<file path="config.mk">
export PLATFORM = sky130hd
export DESIGN_NAME = switch_debouncer_flat
export DESIGN_NICKNAME = d
export VERILOG_FILES = /design/src/rtl/switch_debouncer_pkg.sv /design/src/rtl/switch_debouncer_if.sv /design/src/rtl/switch_debouncer_debounce_bit.sv /design/src/rtl/switch_debouncer.sv /design/src/flat_wrapper.sv
export SDC_FILE = /design/constraint.sdc
export NUM_CORES = 1
export LEC_CHECK = 0
export BUFFER_PORTS_ARGS = -buffer_cell sky130_fd_sc_hd__clkbuf_2
export CORE_MARGIN = 2
export CORE_UTILIZATION = 55
export CTS_CLUSTER_DIAMETER = 120
export DETAILED_ROUTE_END_ITERATION = 12
export PLACE_DENSITY = 0.84
export SLEW_MARGIN = 20
export SYNTH_ARGS = -nofsm -noshare
export SYNTH_HDL_FRONTEND = slang
export SYNTH_SLANG_ARGS = --single-unit
</file>
<file path="constraint.sdc">
create_clock -name clock -period 2.1 [get_ports clock]
set_input_delay 0.105 -clock clock [delete_from_list [all_inputs] [get_ports clock]]
set_output_delay 0.105 -clock clock [all_outputs]
set_load 0.005 [all_outputs]
</file>
<file path="src/rtl/switch_debouncer_pkg.sv">
// Shared defaults for the switch conditioning block.
package switch_debouncer_pkg;

   localparam int DEFAULT_WIDTH         = 8;
   localparam int DEFAULT_SYNC_STAGES   = 2;
   localparam int DEFAULT_STABLE_CYCLES = 1024;

   // Counter width needed to hold 0..stable_cycles.
   function automatic int cnt_width(input int stable_cycles);
      return $clog2(stable_cycles + 1);
   endfunction

endpackage

</file>
<file path="src/rtl/switch_debouncer_if.sv">
// Switch-side inputs and conditioned outputs of the debouncer.
interface switch_debouncer_if
   import switch_debouncer_pkg::*;
#(
   parameter int WIDTH = DEFAULT_WIDTH
);
   logic             tick;
   logic [WIDTH-1:0] sw_raw;
   logic [WIDTH-1:0] sw_clean;
   logic [WIDTH-1:0] rise;
   logic [WIDTH-1:0] fall;
   logic             changed;

   modport master (
      output tick, sw_raw,
      input  sw_clean, rise, fall, changed
   );

   modport slave (
      input  tick, sw_raw,
      output sw_clean, rise, fall, changed
   );
endinterface

</file>
<file path="src/rtl/switch_debouncer_debounce_bit.sv">
// One switch bit: synchroniser, stability counter, clean level and edge pulses.
// Accepts a new level after STABLE_CYCLES consecutive ticks of disagreement.
module debounce_bit
   import switch_debouncer_pkg::*;
#(
   parameter int SYNC_STAGES   = DEFAULT_SYNC_STAGES,
   parameter int STABLE_CYCLES = DEFAULT_STABLE_CYCLES
) (
   input  logic clock,
   input  logic reset_n,
   input  logic tick,
   input  logic raw,
   output logic clean,
   output logic rise,
   output logic fall
);
   localparam int CW = $clog2(STABLE_CYCLES + 1);
   localparam logic [CW-1:0] CNT_LAST = CW'(STABLE_CYCLES - 1);

   logic [SYNC_STAGES-1:0] sync;
   logic [CW-1:0]          cnt;
   logic                   s;

   assign s = sync[SYNC_STAGES-1];

   always_ff @(posedge clock) begin
      if (!reset_n) begin
         sync  <= '0;
         cnt   <= '0;
         clean <= 1'b0;
         rise  <= 1'b0;
         fall  <= 1'b0;
      end else begin
         sync <= {sync[SYNC_STAGES-2:0], raw};
         rise <= 1'b0;
         fall <= 1'b0;
         // Any return to the accepted level throws away the partial count.
         if (s == clean) begin
            cnt <= '0;
         end else if (tick) begin
            if (cnt == CNT_LAST) begin
               clean <= s;
               cnt   <= '0;
               rise  <= s;
               fall  <= ~s;
            end else begin
               cnt <= cnt + 1'b1;
            end
         end
      end
   end

endmodule

</file>
<file path="src/rtl/switch_debouncer.sv">
// Debounces WIDTH slide switches in parallel; sw_clean follows a raw step
// SYNC_STAGES+STABLE_CYCLES clocks later with tick held high.
module switch_debouncer
   import switch_debouncer_pkg::*;
#(
   parameter int WIDTH         = DEFAULT_WIDTH,
   parameter int SYNC_STAGES   = DEFAULT_SYNC_STAGES,
   parameter int STABLE_CYCLES = DEFAULT_STABLE_CYCLES
) (
   input logic                clock,
   input logic                reset_n,
   switch_debouncer_if.slave  sw_if
);

   for (genvar i = 0; i < WIDTH; i++) begin : g_bit
      debounce_bit #(
         .SYNC_STAGES   (SYNC_STAGES),
         .STABLE_CYCLES (STABLE_CYCLES)
      ) u_bit (
         .clock   (clock),
         .reset_n (reset_n),
         .tick    (sw_if.tick),
         .raw     (sw_if.sw_raw[i]),
         .clean   (sw_if.sw_clean[i]),
         .rise    (sw_if.rise[i]),
         .fall    (sw_if.fall[i])
      );
   end

   // Built from the registered pulses so it lines up with them.
   assign sw_if.changed = |(sw_if.rise | sw_if.fall);

endmodule

</file>
<file path="src/flat_wrapper.sv">
// flat-port wrapper written by rule: the top's interface ports become plain ports
module switch_debouncer_flat import switch_debouncer_pkg::*;
#(
   parameter int WIDTH         = DEFAULT_WIDTH,
   parameter int SYNC_STAGES   = DEFAULT_SYNC_STAGES,
   parameter int STABLE_CYCLES = DEFAULT_STABLE_CYCLES
)
  (clock, reset_n, sw_if_tick, sw_if_sw_raw, sw_if_sw_clean, sw_if_rise, sw_if_fall, sw_if_changed);
  switch_debouncer_if #(.WIDTH(WIDTH)) sw_if_i ();
  input logic clock;
  input logic reset_n;
  input wire logic [$bits(sw_if_i.tick)-1:0] sw_if_tick;
  input wire logic [$bits(sw_if_i.sw_raw)-1:0] sw_if_sw_raw;
  output wire logic [$bits(sw_if_i.sw_clean)-1:0] sw_if_sw_clean;
  output wire logic [$bits(sw_if_i.rise)-1:0] sw_if_rise;
  output wire logic [$bits(sw_if_i.fall)-1:0] sw_if_fall;
  output wire logic [$bits(sw_if_i.changed)-1:0] sw_if_changed;
  assign sw_if_i.tick = sw_if_tick;
  assign sw_if_i.sw_raw = sw_if_sw_raw;
  assign sw_if_sw_clean = sw_if_i.sw_clean;
  assign sw_if_rise = sw_if_i.rise;
  assign sw_if_fall = sw_if_i.fall;
  assign sw_if_changed = sw_if_i.changed;
  switch_debouncer #(.WIDTH(WIDTH), .SYNC_STAGES(SYNC_STAGES), .STABLE_CYCLES(STABLE_CYCLES)) u_core (.clock(clock), .reset_n(reset_n), .sw_if(sw_if_i));
endmodule
</file>
; Yosys cells after proc, flatten, opt, wreduce, memory -nomap -nowiden
; Index checks and enable logic that the tools add are counted.
[word_totals]
register_bits = 128
wordCells = 124
output_inout_bits = 25
[classes]
eq_ne = 16
bitwise = 27
add_sub_neg = 8
reduce_logical = 25
mux = 8
[op_table]
columns = operator, n
row1 = $add A11 B1 Y11 const B, 8
row2 = $eq A11 B10 Y1 const B, 8
row3 = $mux W11, 8
row4 = $reduce_or A4 Y1, 8
row5 = $not A1 Y1, 26
row6 = $reduce_and A3 Y1, 8
row7 = $reduce_or A2 Y1, 8
row8 = $eq A1 B1 Y1, 8
row9 = $or A8 B8 Y8, 1
row10 = $reduce_or A8 Y1, 1

; Longest topological paths before layout
[depth]
depth_word = 3
mapped_depth = 6
mapped_depth_nobuf = 5

; Hierarchy
; A second synthesis with hierarchy kept.
[hier_totals]
hier_cells = 557
hier_area_um2 = 5706.7
[modules_own_cells]
columns = mod, seq_area_each_um2, instances, area_each_um2, cells_per_inst
row1 = debounce_bit, 320.3, 8, 709.4, 69
row2 = switch_debouncer, 0.0, 1, 31.3, 5

; Least setup slack after synthesis
; No wires, ideal clock.
[synth_timing]
path_type = flip-flop to flip-flop
startpoint = register u_core.g_bit[1].u_bit.cnt[0]
endpoint = register u_core.g_bit[1].u_bit.cnt[9]
period_less_slack_ps = 1546
path_buffers = 1
arrival_time_ps = 1432
setup_slack_ps = 554
stages_incl_launch_ff = 7
setup_time_ps = 115
required_ps = 1985
path_cell_list = dfxtp_1 ha_1 nand4_1 nor4_2 or2_1 buf_4 nor2_1
[synth_via]
elab_chain_len = 2
word_cells_on_any_way = 3
cone_classes = 1 x add/sub / 1 x eq/ne / 1 x mux
[synth_rtl]
columns = element, line
row1 = start: declaration, switch_debouncer_debounce_bit.sv:21  ; logic [CW-1:0] cnt;
row2 = start signal: assignment, switch_debouncer_debounce_bit.sv:47  ; cnt <= cnt + 1'b1;
row3 = $add A11 B1 Y11 / $eq A11 B10 Y1 (equally long branches), "switch_debouncer_debounce_bit.sv:47, switch_debouncer_debounce_bit.sv:41"
row4 = $mux W11 *, switch_debouncer_debounce_bit.sv:41  ; if (cnt == CNT_LAST) begin
; Mark *: on every way between the ends. The rest lies on a longest branch, timed or not.
; A chain may end at the register's enable or synchronous reset.

; Worst setup path after layout
[layout_timing]
startpoint = register u_core.g_bit[4].u_bit.fall
endpoint = output sw_if_changed
[layout_via]
elab_chain_len = 2
[layout_rtl]
columns = element, line
row1 = start: declaration, switch_debouncer_debounce_bit.sv:15  ; output logic fall
row2 = start signal: assignment, switch_debouncer_debounce_bit.sv:45  ; fall <= ~s;
row3 = $or A8 B8 Y8, switch_debouncer.sv:31  ; assign sw_if.changed = |(sw_if.rise | sw_if.fall);
row4 = $reduce_or A8 Y1, switch_debouncer.sv:31
row5 = end: declaration, flat_wrapper.sv:17  ; output wire logic [$bits(sw_if_i.changed)-1:0] sw_if_changed;
; Every way passes these cells.

==> metrics.md <==
| Metric | Value |
|---|---|
| H-tree depth | `4` |
| Crit Path Max Fanout | `2` |
| Max VDD drop | `0.541 mV` |
| Crit path to | `sw_if_changed` |
| # rows | `36` |
| Yosys cell types | `44` |
| Drt first pass iters | `4` |
| GRT overflow | `0` |
| Status | `finished clean` |
| Cells resized by post-CTS repair | `0` |
| Slew headroom | `a little over half` |
| Die area | `~0.011 mm^2` |
| Sequential-to-total area share from yosys stat | `between 40% and 50%` |
| Antenna viol nets, final | `0` |
| Final Critical Period | `about 1900 ps` |
| Largest net degree at the start of global routing | `25` |
| Vias/cell | `approximately 5.3` |
| Core area | `just under 0.01 mm^2` |
| Final-report max-slew violation count | `0` |
| Slowest cell delay on critical path | `roughly 600 ps` |
| Routability-driven placement congestion ratio | `around 0.90` |
| Final wirelength | `between 10 and 15 mm` |
| Net count, final | `about 630` |
| Drt wl/cell | `13.7 um` |
| Ant. Diodes | `0` |
| Combinational power share | `between 2 and 2.5%` |
| Die height | `roughly 100 um` |
| Pwr Density | `between 800 and 900 mW/mm^2` |
| CTS tree | `yes` |
| Async SR Flop Fraction | `0%` |
| Clk sink count | `between 100 and 150` |
| Vias | `between 3000 and 4000` |
| Leakage power | `roughly 0.0022 uW` |
| CTS Buffer Depth | `2` |
| Vias in the first global route | `between 3000 and 4000` |
| Number of synthesized flops with an enable pin | `0` |
| Final period utilization | `92.3%` |
| Fmax achieved | `516 MHz` |
| Setup CP Type | `register to primary output` |
| Cell count along the critical path | `3` |
| Max Cap Violations | `0` |
| Post-CTS setup buffers | `0` |
| Hold slack final | `170 ps` |
| Worst setup SP type | `register` |
| Root buf cell | `clkbuf_8` |
| CP Capture Type | `primary output` |
| R2r startpoint | `u_core.g_bit[3].u_bit.cnt[0]$_SDFFE_PP0P_` |
| Initial core utilization | `between 50 and 60%` |
| Final Hold Vio Count | `0` |
| First-pass GRT wire length | `around 17 mm` |
| Area Growth Syn to Fin | `14.3%` |
| Crit-path cells | `nor4_1 -> nand4_1 -> clkbuf_2` |
| R2R cell count | `5` |
| Reg power frac | `45.8%` |
| Initial antenna violation count | `0` |
| CP startpoint | `u_core.g_bit[4].u_bit.fall$_SDFF_PP0_` |
| DRC errors left | `0` |
| Slack of the critical path | `162 ps` |
| Share of the synthesized area in the top cell type | `47.2%` |
| Clock transition at path regs | `60 ps` |
| Syn Area/Cell | `a little over 9 um^2` |
| Sw Ratio | `roughly 22%` |
| Layout cell share with drive strength beyond 1 | `15.5%` |
| Initial drt markers | `around 230` |
| Setup Viol. Count Final | `0` |
| Clock latency on the worst-skew pair | `between 500 and 600 ps` |
| CTS Buf Count | `17` |
| Critical path required time | `2000 ps` |
| Crit Reg-Reg Endpoint | `u_core.g_bit[3].u_bit.cnt[2]$_SDFFE_PP0P_` |
| Tightest Pin Transition | `between 600 and 700 ps` |
| Synth Cell Area | `0.00543 mm^2` |
| Yosys warnings | `0` |
| Worst min-delay path class | `input pin to register` |
| Post-route insts no fill | `about 760` |
| Setup TNS | `0 ps` |
| Total global-route track usage | `21.0%` |
| Dpl cells | `719` |
| Synth area leaders | `dfxtp_1 47%, xnor2_1 6.3%, nor2_1 6.1%` |
| Syn Nets | `between 600 and 700` |
| RSZ-0062 raised after global routing | `no` |
| Post-synth top area cell | `dfxtp_1` |
| Clk_skew | `7.06 ps` |
| CP top delay family | `simple AND/OR/NAND/NOR gates` |
| Register area | `about 0.0026 mm^2` |
| Data arrival, critical path | `about 1800 ps` |
| I/O pin cnt | `36` |
| Multi-input logic area | `0.00255 mm^2` |
| PortBufs | `35` |
| Hpwl dp | `around 7.2 mm` |
| Clock group share of total power | `about 52%` |
| #FFs+latches synth | `around 130` |
| Worst slack, placed | `~280 ps` |
| CP max-delay cell | `nor4_1` |
| FF-to-FF setup slack | `230 ps` |
| Cts hold-fix bufs | `8` |
| P_sw | `1170 uW` |
| Filler cells | `758` |
| Top FF cell, synth | `dfxtp_1` |
| Crit path buffers/inverters | `1` |
| Gate Count Post-Synth | `583` |
| Die Wd | `roughly 100 um` |
| Internal power | `between 4000 and 5000 uW` |
==> how the worst min path moves through the flow <==
stage | startpoint | end | cells after the start
after floorplan | sw_if_sw_raw[0] | u_core.g_bit[0].u_bit.sync[0]$_SDFF_PN0_ | 1
after global placement | sw_if_sw_raw[0] | u_core.g_bit[0].u_bit.sync[0]$_SDFF_PN0_ | 2
after detailed placement | sw_if_sw_raw[3] | u_core.g_bit[3].u_bit.sync[0]$_SDFF_PN0_ | 2
after CTS | reset_n | u_core.g_bit[2].u_bit.cnt[10]$_SDFFE_PP0P_ | 3
after global routing | sw_if_tick | u_core.g_bit[0].u_bit.cnt[1]$_SDFFE_PP0P_ | 3
final | reset_n | u_core.g_bit[2].u_bit.clean$_SDFFE_PN0P_ | 3
==> logic make-up after synthesis <==
family / Yosys count / synth area share [%]
adders and majority gates: 8 / 1.85
AOI/OAI and AO/OA: 27 / 2.98
DFF: 128 / 47.2
and+or+nand+nor: 289 / 28.7
buffers and inverters: 49 / 5.79
muxes: 7 / 1.31
xor gates and xnor gates: 75 / 12.1
==> cell usage in the layout (no fill, tap or decap), drive strengths merged, types with 4 or more instances in the layout <==
master	count
mux2i	6
and2	18
xor2	36
clkbuf	52
a31oi	5
buf	8
clkinvlp	4
o21ai	10
xnor2	39
ha	8
inv	12
and3	9
dfxtp	128
a21oi	7
nor4	14
or3	4
nand2	58
nor3b	6
nor2	88
nor3	21
and4	5
nand3	22
or2	6
nand4	23
dlygate4sd3	8
nand2b	9
clkinv	6
==> synthesized netlist by cell type (9+ instances only) <==
master / number
nor3_1: 21
dfxtp_1: 128
nand2b_1: 9
o21ai_0: 9
nor2_1: 88
nand3_1: 21
xnor2_1: 39
xor2_1: 36
and2_1: 18
and3_1: 9
buf_4: 29
inv_1: 9
nand2_1: 58
nand4_1: 16
==> layout make-up <==
class	instances	share of cell area (%)
Sequential cell	128	41.3
Clock inverter	15	2.60
Clock buffer	17	6.68
Tap cell	133	2.68
Multi-Input combinational cell	406	41.1
Timing Repair Buffer	51	5.08
Inverter	9	0.545
==> stage by stage <==
| stage | util [%] | power [uW] | area (um^2) |
|---|---|---|---|
| floorplan | - | 2580 | 5430 |
| global placement | 57.3 | 2610 | 5550 |
| detailed placement | 57.3 | 2620 | 5550 |
| CTS | 64.0 | 5400 | 6200 |
| global route | 64.0 | 5540 | 6200 |
| finish | 64.0 | 5370 | 6200 |
==> tightest hold or removal path: stages <==
cell and delay (ps):
clkbuf_2 310, nand2_1 160, o21ai_0 60
==> state kept, by name, indices dropped and copies added (netlist names) <==
name and flops:
u_core.g_bit.u_bit.sync 16, u_core.g_bit.u_bit.rise 8, u_core.g_bit.u_bit.clean 8, u_core.g_bit.u_bit.cnt 88, u_core.g_bit.u_bit.fall 8
==> per-layer routing <==
metal	up-vias	routed length, um	GRT usage [%]
li1	2015	-	-
met1	1890	4820	26.9
met2	85	4970	34.8
met3	8	547	5.04
met4	0	93	7.69
met5	-	0	0
==> power by group through the flow <==
stage               logic (uW)  clock network [uW]  registers, uW
floorplan                 75.1                   0           2510
global placement           100                   0           2510
detailed placement         104                   0           2510
CTS                        117                2830           2460
global route               129                2950           2460
finish                     118                2790           2460
No activity file was read; power rests on OpenSTA's default activity.
